## src/rtl/dong_ho_pkg.sv

```systemverilog
`default_nettype none
// ============================================================================
// Module   : dong_ho_pkg
// Brief    : Shared types, BCD limits and set_field encodings for dong_ho_hms
// Revision : 1.0 - initial release
// ============================================================================
package dong_ho_pkg;

  // Mode state machine encoding. SET_AH/SET_AM only reachable in alarm builds.
  typedef enum logic [2:0] {
    ST_RUN    = 3'd0,
    ST_SET_HH = 3'd1,
    ST_SET_MM = 3'd2,
    ST_SET_AH = 3'd3,
    ST_SET_AM = 3'd4
  } state_e;

  localparam logic [7:0] BCD_MAX_SEC  = 8'h59;
  localparam logic [7:0] BCD_MAX_MIN  = 8'h59;
  localparam logic [7:0] BCD_MAX_HOUR = 8'h23;

  localparam logic [1:0] FIELD_NONE  = 2'd0;
  localparam logic [1:0] FIELD_HOUR  = 2'd1;
  localparam logic [1:0] FIELD_MIN   = 2'd2;
  localparam logic [1:0] FIELD_ALARM = 2'd3;

  // Two-digit BCD increment without wrap; units 9 rolls into tens.
  function automatic logic [7:0] bcd_inc(input logic [7:0] v);
    logic [7:0] r;
    if (v[3:0] == 4'd9) r = {v[7:4] + 4'd1, 4'd0};
    else                r = {v[7:4], v[3:0] + 4'd1};
    return r;
  endfunction

endpackage : dong_ho_pkg
`default_nettype wire

```

## src/rtl/dong_ho_hms_bcd_mod_cnt.sv

```systemverilog
`default_nettype none
// ============================================================================
// Module   : bcd_mod_cnt
// Brief    : Two-digit BCD modulo counter (0..MAX) with clear and carry-out
// Revision : 1.0 - initial release
// ============================================================================
module bcd_mod_cnt
  import dong_ho_pkg::*;
#(
  parameter logic [7:0] MAX      = 8'h59,
  parameter logic [7:0] LOAD_VAL = 8'h00
) (
  input  logic       clk,
  input  logic       rst_n,
  input  logic       inc_i,
  input  logic       clr_i,
  output logic [7:0] value_o,
  output logic       carry_o
);

  logic [7:0] value_q;
  logic [7:0] value_d;

  // Next value: clear dominates, wrap to 00 after MAX.
  always_comb begin
    value_d = value_q;
    if (clr_i)                value_d = 8'h00;
    else if (inc_i) begin
      if (value_q == MAX)     value_d = 8'h00;
      else                    value_d = bcd_inc(value_q);
    end
  end

  // Counter register, loaded with LOAD_VAL on reset.
  always_ff @(posedge clk or negedge rst_n) begin
    if (!rst_n) value_q <= LOAD_VAL;
    else        value_q <= value_d;
  end

  assign value_o = value_q;
  assign carry_o = inc_i && (value_q == MAX);

endmodule : bcd_mod_cnt
`default_nettype wire

```

## src/rtl/dong_ho_hms.sv

```systemverilog
`default_nettype none
// ============================================================================
// Module   : dong_ho_hms
// Brief    : 24-hour BCD time-of-day core with hour/minute setting.
//            Optional alarm (registers ah/am, output alarm) enabled by
//            defining DH_ALARM_EN.
// Revision : 1.0 - initial release
// ============================================================================
module dong_ho_hms
  import dong_ho_pkg::*;
#(
  parameter logic [7:0] HH_RST = 8'h00,
  parameter logic [7:0] MM_RST = 8'h00
) (
  input  logic       clk,
  input  logic       rst_n,
  input  logic       clk_1hz,
  input  logic       btn_mode,
  input  logic       btn_inc,
  output logic [7:0] hh,
  output logic [7:0] mm,
  output logic [7:0] ss,
  output logic [1:0] set_field,
`ifdef DH_ALARM_EN
  output logic       alarm,
`endif
  output logic       day_pulse
);

  logic   hist_1hz_q, hist_mode_q, hist_inc_q;
  logic   sec_stb, mode_stb, inc_raw_stb, inc_stb;
  state_e state_q, state_d;
  logic   time_run, leaving_run;
  logic   ss_inc, ss_clr, mm_inc, hh_inc;
  logic   ss_carry, mm_carry, hh_carry;
  logic   day_pulse_q;

  // Edge-detect history; reset high so a level already high at release is not a rise.
  always_ff @(posedge clk or negedge rst_n) begin
    if (!rst_n) begin
      hist_1hz_q  <= 1'b1;
      hist_mode_q <= 1'b1;
      hist_inc_q  <= 1'b1;
    end else begin
      hist_1hz_q  <= clk_1hz;
      hist_mode_q <= btn_mode;
      hist_inc_q  <= btn_inc;
    end
  end

  assign sec_stb     = clk_1hz  & ~hist_1hz_q;
  assign mode_stb    = btn_mode & ~hist_mode_q;
  assign inc_raw_stb = btn_inc  & ~hist_inc_q;
  // A mode change in the same cycle swallows the increment.
  assign inc_stb     = inc_raw_stb & ~mode_stb;

  // Mode state register.
  always_ff @(posedge clk or negedge rst_n) begin
    if (!rst_n) state_q <= ST_RUN;
    else        state_q <= state_d;
  end

  // Mode sequencing on each btn_mode strobe.
  always_comb begin
    state_d = state_q;
    if (mode_stb) begin
      case (state_q)
        ST_RUN:    state_d = ST_SET_HH;
        ST_SET_HH: state_d = ST_SET_MM;
`ifdef DH_ALARM_EN
        ST_SET_MM: state_d = ST_SET_AH;
        ST_SET_AH: state_d = ST_SET_AM;
`endif
        default:   state_d = ST_RUN;
      endcase
    end
  end

  // Time keeps counting everywhere except while hours/minutes are edited.
  assign time_run    = (state_q != ST_SET_HH) && (state_q != ST_SET_MM);
  assign leaving_run = (state_q == ST_RUN) && mode_stb;
  assign ss_clr      = !time_run || leaving_run;
  assign ss_inc      = sec_stb && time_run && !leaving_run;
  assign mm_inc      = (time_run && ss_carry) || ((state_q == ST_SET_MM) && inc_stb);
  assign hh_inc      = (time_run && mm_carry) || ((state_q == ST_SET_HH) && inc_stb);

  bcd_mod_cnt #(.MAX(BCD_MAX_SEC), .LOAD_VAL(8'h00)) u_ss (
    .clk(clk), .rst_n(rst_n), .inc_i(ss_inc), .clr_i(ss_clr),
    .value_o(ss), .carry_o(ss_carry)
  );

  bcd_mod_cnt #(.MAX(BCD_MAX_MIN), .LOAD_VAL(MM_RST)) u_mm (
    .clk(clk), .rst_n(rst_n), .inc_i(mm_inc), .clr_i(1'b0),
    .value_o(mm), .carry_o(mm_carry)
  );

  bcd_mod_cnt #(.MAX(BCD_MAX_HOUR), .LOAD_VAL(HH_RST)) u_hh (
    .clk(clk), .rst_n(rst_n), .inc_i(hh_inc), .clr_i(1'b0),
    .value_o(hh), .carry_o(hh_carry)
  );

  // Day pulse registered alongside the 23->00 hour wrap; manual hour edits excluded.
  always_ff @(posedge clk or negedge rst_n) begin
    if (!rst_n) day_pulse_q <= 1'b0;
    else        day_pulse_q <= hh_carry && time_run;
  end

  assign day_pulse = day_pulse_q;

  // Field indicator decoded from the state register only.
  always_comb begin
    set_field = FIELD_NONE;
    case (state_q)
      ST_SET_HH: set_field = FIELD_HOUR;
      ST_SET_MM: set_field = FIELD_MIN;
`ifdef DH_ALARM_EN
      ST_SET_AH: set_field = FIELD_ALARM;
      ST_SET_AM: set_field = FIELD_ALARM;
`endif
      default:   set_field = FIELD_NONE;
    endcase
  end

`ifdef DH_ALARM_EN
  logic [7:0] ah, am;
  logic       ah_carry, am_carry;
  logic       match, match_q, alarm_q, alarm_d;

  bcd_mod_cnt #(.MAX(BCD_MAX_HOUR), .LOAD_VAL(8'h06)) u_ah (
    .clk(clk), .rst_n(rst_n), .inc_i((state_q == ST_SET_AH) && inc_stb), .clr_i(1'b0),
    .value_o(ah), .carry_o(ah_carry)
  );

  bcd_mod_cnt #(.MAX(BCD_MAX_MIN), .LOAD_VAL(8'h00)) u_am (
    .clk(clk), .rst_n(rst_n), .inc_i((state_q == ST_SET_AM) && inc_stb), .clr_i(1'b0),
    .value_o(am), .carry_o(am_carry)
  );

  // Alarm fires on arrival at hh:mm:00 and must not re-arm while that time persists.
  assign match = (state_q == ST_RUN) && (hh == ah) && (mm == am) && (ss == 8'h00);

  // Alarm set/clear: any button strobe or minute change clears, arrival sets.
  always_comb begin
    alarm_d = alarm_q;
    if (mode_stb || inc_raw_stb || mm_inc) alarm_d = 1'b0;
    else if (match && !match_q)            alarm_d = 1'b1;
  end

  // Alarm registers.
  always_ff @(posedge clk or negedge rst_n) begin
    if (!rst_n) begin
      match_q <= 1'b0;
      alarm_q <= 1'b0;
    end else begin
      match_q <= match;
      alarm_q <= alarm_d;
    end
  end

  assign alarm = alarm_q;
`endif

endmodule : dong_ho_hms
`default_nettype wire
```

## config.mk

```make
export PLATFORM = sky130hd
export DESIGN_NAME = dong_ho_hms
export DESIGN_NICKNAME = d
export VERILOG_FILES = /design/src/rtl/dong_ho_pkg.sv /design/src/rtl/dong_ho_hms_bcd_mod_cnt.sv /design/src/rtl/dong_ho_hms.sv
export SDC_FILE = /design/constraint.sdc
export NUM_CORES = 1
export LEC_CHECK = 0
export BUFFER_PORTS_ARGS = -buffer_cell sky130_fd_sc_hd__buf_4
export CAP_MARGIN = 40
export CORE_ASPECT_RATIO = 0.75
export CORE_MARGIN = 4
export CORE_UTILIZATION = 40
export DETAILED_ROUTE_END_ITERATION = 6
export SYNTH_ARGS = -nofsm -noshare
export SYNTH_HDL_FRONTEND = slang
export SYNTH_HIERARCHICAL = 1
export SYNTH_SLANG_ARGS = --single-unit
```

## constraint.sdc

```tcl
create_clock -name clk -period 10.1 [get_ports clk]
set_clock_uncertainty 0.05 [all_clocks]
set_input_delay 1.01 -clock clk [delete_from_list [all_inputs] [get_ports clk]]
set_output_delay 1.01 -clock clk [all_outputs]
set_load 0.005 [all_outputs]
```

==> impl_results.md, run 1 <==
- EDFF count, synth: 0
- Hold Fails Final Rpt: 0
- Final core occ: 52.7%
- DP Area: 2110 um^2
- Max rail drop VDD: 0.0000609 V
- Hold buffers post-CTS: 0
- Crit path DAT: 4260 ps
- Initial Utilization: 42.9%
- Cell variety after synth: 47
- Router iterations before antenna repair: 4
- Post-cts sizing count: 0
- Worst-margin pin slew: 883 ps
- Pin count of the biggest net entering global routing: 31
- N_diodes: 0
- Placement Rows: 20
- Clock latency on the worst-skew pair: 280 ps
- Buffers on Ports: 31
- CP cell instances: buf_4, nor2b_4, a2111oi_4, nand4b_2, nor2_1, inv_1, o32ai_1, nand4b_2, nor2_1, inv_1, o32ai_1, and4b_1, nand4_1, mux2_4
- Cell family with most CP delay: simple AND/OR/NAND/NOR gates
- Slew headroom: 40.9%
- Status: finished, final reports clean
- Fmax achieved: 241 MHz
- Prevailing post-synth register cell: dfrtp_1
- Crit path launch type: input pin
- Number of I/O pins: 32
- GRT Overall Usage: 13.7%
- Clock-pin slew on the worst setup and hold paths: 70 ps
- Vias in the first global route: 1,316
- WL per Instance: 13.4 um
- Worst-path fanout max: 9
- CTS Buffer Depth: 2
- Post-route cell area: 2220 um^2
- Die W: 85.5 um
- CP max stage delay: 570 ps
- Antenna violations before repair: 0
- Postcts setup bufs: 0
- Most used routing layer: met2
- Commonest cells after routing, fill and taps aside: 31 x buf_4, 27 x dfrtp_1, 15 x ha_1, 14 x inv_1, 12 x nor2_1
- Worst setup path category: in -> reg
- Register area share after synthesis: 41.8%
- Htree depth: 2
- DIE AREA: 5660 um^2
- Dominant cell type by area after synthesis: dfrtp_1
- Vias/cell: 5.21
- Clk root buf: clkbuf_8
- Finish-stage setup viols: 0
- YS warnings: 6
- Critical Path Slowest Stage Cell: a2111oi_4
- CTS tree: done
- Dpl hpwl: 2.72 mm
- Cell count after synthesis: 176
- Area growth syn-to-layout: 23.0%
- Lkg Pwr: 1.05 nW
- Placeable Area: 4200 um^2
- Final ANT Viol Nets: 0
- GR Layer Usage met2: 20.9%
- Hold slack: 503 ps
- Clk sinks: 30
- First-pass GRT wire length: 6.21 mm
- # DRC: 0
- Cell Area, Synth: 1800 um^2
- Initial DRC Count: 80
- Final Cycle Share: 41.0%
- Vias post-DR: 1,423
- Hold WC Path Type: reg -> reg
- Top area cells in the synthesized netlist: dfrtp_1 37%, ha_1 10%, nand3b_1 4.6%
- Nets: 237
- CTS Buf Count: 5
- GRT met1 Usage: 19.4%
- Worst Path Required: 10,220 ps
- M3 GR Usage: 3.86%
- #FFs+latches synth: 30
- Max-Cap Viols: 0
- Avg Cell Area, Syn: 10.2 um^2
- Commonest non-fill, non-tap cell in the layout: buf_4
- Setup TNS: 0 ps
- CP endpoint kind: flop
- Total routed wirelength: 3.65 mm
- Gr ovfl total: 0
- Pins over their slew limit: 0
- DIE HEIGHT: 66.1 um
- Asr flop ratio synth: 100%
- Power Dens Cells: 150 nW/um^2
- Yosys top cell area share: 37.5%
- Share of cells above drive strength 1: 22.9%
- RSZ-0062 raised after global routing: false
- Final Critical Period: 4140 ps
- Buf/Inv on CP: 3
- Placer congestion estimate: 0.829
- Power Total: 0.332 mW
-- metrics by stage --
step	setup WS, ps	std cells
2_1_floorplan	6310	183
3_3_place_gp	5540	264
3_5_place_dp	5700	265
4_1_cts	5980	273
5_1_grt	5670	273
6_report	5960	273
-- synthesized netlist by cell type, types with 5 or more instances --
cell type,n
dfrtp_1,27
ha_1,15
inv_1,14
nor2_1,12
nand3b_1,11
a21oi_1,10
nand2_1,8
nand2b_1,8
o21ai_0,6
nor2b_1,5
-- path summary, 6_finish.rpt --
check,cells after the start,to,startpoint,slack (ps)
setup / recovery,14,u_hh/value_o[7]$_DFFE_PN0P_,btn_mode,5960
hold / removal,1,state_q[0]$_DFFE_PN0P_,state_q[0]$_DFFE_PN0P_,500
setup reg to reg,14,u_hh/value_o[7]$_DFFE_PN0P_,state_q[0]$_DFFE_PN0P_,6260
hold reg to reg,1,state_q[0]$_DFFE_PN0P_,state_q[0]$_DFFE_PN0P_,500
max in group asynchronous,1,hist_1hz_q$_DFF_PN1_,rst_n,9080
min in group asynchronous,1,u_ss/value_o[5]$_DFFE_PN0P_,rst_n,600
-- worst reg2reg max path: stages, from the launching register on --
cell       delay, ps
dfrtp_1          380
inv_1             70
ha_1             380
a2111oi_4        450
nand4b_2         200
nor2_1           150
inv_1             50
o32ai_1          440
nand4b_2         230
nor2_1           140
inv_1             40
o32ai_1          280
and4b_1          380
nand4_1          160
mux2_4           320
-- cell type report --
type,instances,area [um^2]
Clock inverter,3,40.0
Clock buffer,5,68.8
Multi-Input combinational cell,134,995
Sequential cell,30,754
Fill cell,394,1990
Timing Repair Buffer,32,238
Inverter,14,52.6
Tap cell,55,68.8
-- registers in the layout (all words and copies together) (netlist names) --
signal	count
hist_1hz_q	1
state_q	2
u_ss/value_o	8
day_pulse	1
u_hh/value_o	8
u_mm/value_o	8
hist_inc_q	1
hist_mode_q	1
-- power breakdown --
part / leakage, nW / internal, mW / switching, mW
Sequential: 0.405 / 0.128 / 0.00717
Combinational: 0.583 / 0.0331 / 0.0465
Clock: 0.0579 / 0.0725 / 0.0453
Total: 1.05 / 0.233 / 0.0990
-- metal layers --
metal	vias to the layer above	share of wire [%]
li1	720	-
met1	671	51
met2	30	44
met3	2	4.5
met4	0	0.36
met5	-	0
-- logic make-up after synthesis --
family                   synth area share [%]
other                                   0.208
AND/OR/NAND/NOR                          23.9
buffers and inverters                    4.44
AO/OA/AOI/OAI                            16.4
multiplexers                             2.22
XOR/XNOR                                0.486
adder cells (fa/ha/maj)                  10.4
flip-flops                               41.8
Note: power is estimated with default switching activity, not from simulation.
==> run 2, diff against run 1 <==
Settings changed: ABC_AREA set to 1.
Clock period 10.1 ns to 3.4 ns, I/O delays scaled along.
==> run 2 against run 1 <==
Net effect: combinational power grew to 3.8 times the previous value; critical path type is now reg -> reg; largest cell class unchanged; critical endpoint is now u_hh/value_o[2]$_DFFE_PN0P_; synthesized cell count is 35% higher; clock power grew 150%; count of clock-buffer cells in the layout increased by 2; first-iteration DRC count down 16%; sequential share of layout area down 1.3 points; via count grew 9.8%; final area grew 4.0%; power rose to 3.0 times the previous value; global-route usage increased by 0.46 points; setup slack worse by 5300 ps; critical path depth grew 5.
==> impl_results.md, run 2 <==
- Status: finished, final reports clean
- Cell count after synthesis: 238
- #FFs+latches synth: 30
- CTS Buf Count: 5
- Prevailing post-synth register cell: dfrtp_1
- Max rail drop VDD: 0.000379 V
- Initial DRC Count: 67
- Hold path depth: 1
- DIE HEIGHT: 67.3 um
- WL per Instance: 11.0 um
- Clk sinks: 30
- Placement Rows: 21
- Clk root buf: clkbuf_8
- EDFF count, synth: 0
- Total routed wirelength: 3.76 mm
- Crit path launch type: flop
- Max-Cap Viols: 0
- Cell Area, Synth: 1870 um^2
- Most common cell in the netlist: nand2_1
- Final Critical Period: 2710 ps
- Fmax achieved: 369 MHz
- Die W: 87.0 um
- CP cell instances: inv_1, ha_1, inv_1, nand3b_1, nor2_1, nand4_2, nor2_1, nand2_1, nand2_1, nand4_2, nor2_1, nand2_1, nand2_1, nor2_4, inv_6, nand2_2, nand2_1, nand2_1, a21oi_1
- Asr flop ratio synth: 100%
- Hold WC Path Type: in -> reg
- Vias in the first global route: 1,412
- Vias/cell: 4.57
- Combinational share of power: 29.9%
- Commonest cells after routing, fill and taps aside: 65 x nand2_1, 34 x inv_1, 31 x buf_4, 27 x dfrtp_1, 22 x nand3_1
- Dpl hpwl: 2.88 mm
- Placer congestion estimate: 0.762
- Final Cycle Share: 79.8%
- Htree depth: 2
- CTS Buffer Depth: 2
- P_int: 0.666 mW
- CP endpoint kind: flop
- CTS tree: done
- DIE AREA: 5850 um^2
- Yosys top cell area share: 36.1%
- Dominant cell type by area after synthesis: dfrtp_1
- Worst-case reg-to-reg path depth: 19
- Net switching power: 0.346 mW
- Critical Path Slowest Stage Cell: dfrtp_1
- Crit path DAT: 2860 ps
- Initial Utilization: 41.7%
- Share of cells above drive strength 1: 26.3%
- Power Dens Cells: 439 nW/um^2
- Final ANT Viol Nets: 0
- DP Area: 2200 um^2
- Vias post-DR: 1,563
- Buf/Inv on CP: 3
- First-pass GRT wire length: 6.44 mm
- Post-cts sizing count: 0
- Router iterations before antenna repair: 4
- Hold path start: btn_inc
- Antenna violations before repair: 0
- Sequential share of power: 41.2%
- Worst Path Required: 3550 ps
- Cell variety after synth: 26
- Avg Cell Area, Syn: 7.87 um^2
- R2r endpoint: u_hh/value_o[2]$_DFFE_PN0P_
- YS warnings: 6
- Register area share after synthesis: 40.3%
- Pins over their slew limit: 0
- CP max stage delay: 380 ps
- Clock power frac: 28.9%
- Hold Fails Final Rpt: 0
- Lkg Pwr: 1.28 nW
- Pin count of the biggest net entering global routing: 31
- Top area cells in the synthesized netlist: dfrtp_1 36%, nand2_1 13%, ha_1 10%
- FF-to-FF Start: state_q[1]$_DFFE_PN0P_
- RSZ-0062 raised after global routing: false
- Setup TNS: 0 ps
- Post-synth top cells: 65 x nand2_1, 34 x inv_1, 27 x dfrtp_1, 22 x nand3_1, 15 x ha_1
- Cell family with most CP delay: simple AND/OR/NAND/NOR gates
- Final core occ: 51.3%
- Power Total: 1.01 mW
- Hold endpoint: hist_inc_q$_DFF_PN1_
- Post-route cell area: 2300 um^2
- Cell repeated most along the worst path: nand2_1
- GRT Overall Usage: 14.2%
- Worst setup path category: reg -> reg
- Worst-path fanout max: 9
- Buffers on Ports: 31
- Clock latency on the worst-skew pair: 280 ps
- Commonest non-fill, non-tap cell in the layout: nand2_1
- Number of I/O pins: 32
- Switching portion of total power: 34.2%
- Area growth syn-to-layout: 23.0%
- Nets: 304
- Clock-pin slew on the worst setup and hold paths: 70 ps
- N_diodes: 0
- R2r setup slk: 690 ps
- Finish-stage setup viols: 0
- Placeable Area: 4490 um^2
- # DRC: 0
- Gr ovfl total: 0
==> run 2: worst max path at each step <==
stage | slack, ps | cells after the start | startpoint | endpoint
4_1_cts | 660 | 19 | state_q[1]$_DFFE_PN0P_ | u_hh/value_o[2]$_DFFE_PN0P_
6_report | 690 | 19 | state_q[1]$_DFFE_PN0P_ | u_hh/value_o[2]$_DFFE_PN0P_
5_1_grt | 400 | 17 | state_q[1]$_DFFE_PN0P_ | u_hh/value_o[3]$_DFFE_PN0P_
3_3_place_gp | 830 | 19 | state_q[1]$_DFFE_PN0P_ | u_hh/value_o[2]$_DFFE_PN0P_
2_1_floorplan | 990 | 16 | state_q[0]$_DFFE_PN0P_ | u_hh/value_o[1]$_DFFE_PN0P_
3_5_place_dp | 720 | 19 | state_q[1]$_DFFE_PN0P_ | u_hh/value_o[2]$_DFFE_PN0P_
==> run 2: power groups by stage <==
stage | registers (mW) | clock network, mW | logic (mW)
3_3_place_gp | 0.423 | 0 | 0.300
6_report | 0.417 | 0.292 | 0.303
3_5_place_dp | 0.423 | 0 | 0.303
4_1_cts | 0.416 | 0.305 | 0.307
5_1_grt | 0.423 | 0.322 | 0.342
2_1_floorplan | 0.420 | 0 | 0.208
==> run 2: final cells by class <==
| type | count | area, um^2 |
|---|---|---|
| multi-input combinational | 174 | 986 |
| fill | 428 | 2190 |
| tap | 57 | 71.3 |
| clock buffer | 7 | 86.3 |
| clock inverter | 1 | 5.00 |
| sequential | 30 | 754 |
| timing repair buffer | 32 | 243 |
| inverter | 41 | 159 |
==> run 2: per-stage QoR <==
stage          hold slack (ps)  std cells  setup slack [ps]
2_1_floorplan            -5.59        245               994
3_3_place_gp               244        333               830
3_5_place_dp               244        333               715
4_1_cts                    115        342               664
5_1_grt                    106        342               395
6_report                   125        342               687
==> run 2: cells by family after synthesis <==
kind of cell	synth area share (%)
and+or+nand+nor	36.1
buffers and inverters	8.48
DFF	40.3
adders and majority gates	10.0
AOI/OAI and AO/OA	3.94
xor gates and xnor gates	0.935
other	0.200
==> run 2: timing repair <==
item | in CTS | in global routing
hold buffers | 1 | 0
hold endpoints to repair | 27 | 0
setup buffers | 0 | 0
==> run 2: metal layers <==
layer / vias to the layer above / global-route usage [%] / wire, um
li1: 825 / - / -
met1: 705 / 21.3 / 2060
met2: 31 / 18.8 / 1470
met3: 2 / 4.27 / 210
met4: 0 / 5.25 / 29
met5: - / 0 / 0
==> run 2: worst reg2reg max path, cell delays in order (launching register included) <==
cell	delay (ps)
dfrtp_1	380
inv_1	100
ha_1	250
inv_1	110
nand3b_1	80
nor2_1	250
nand4_2	190
nor2_1	130
nand2_1	60
nand2_1	130
nand4_2	150
nor2_1	130
nand2_1	60
nand2_1	120
nor2_4	80
inv_6	100
nand2_2	50
nand2_1	60
nand2_1	50
a21oi_1	100
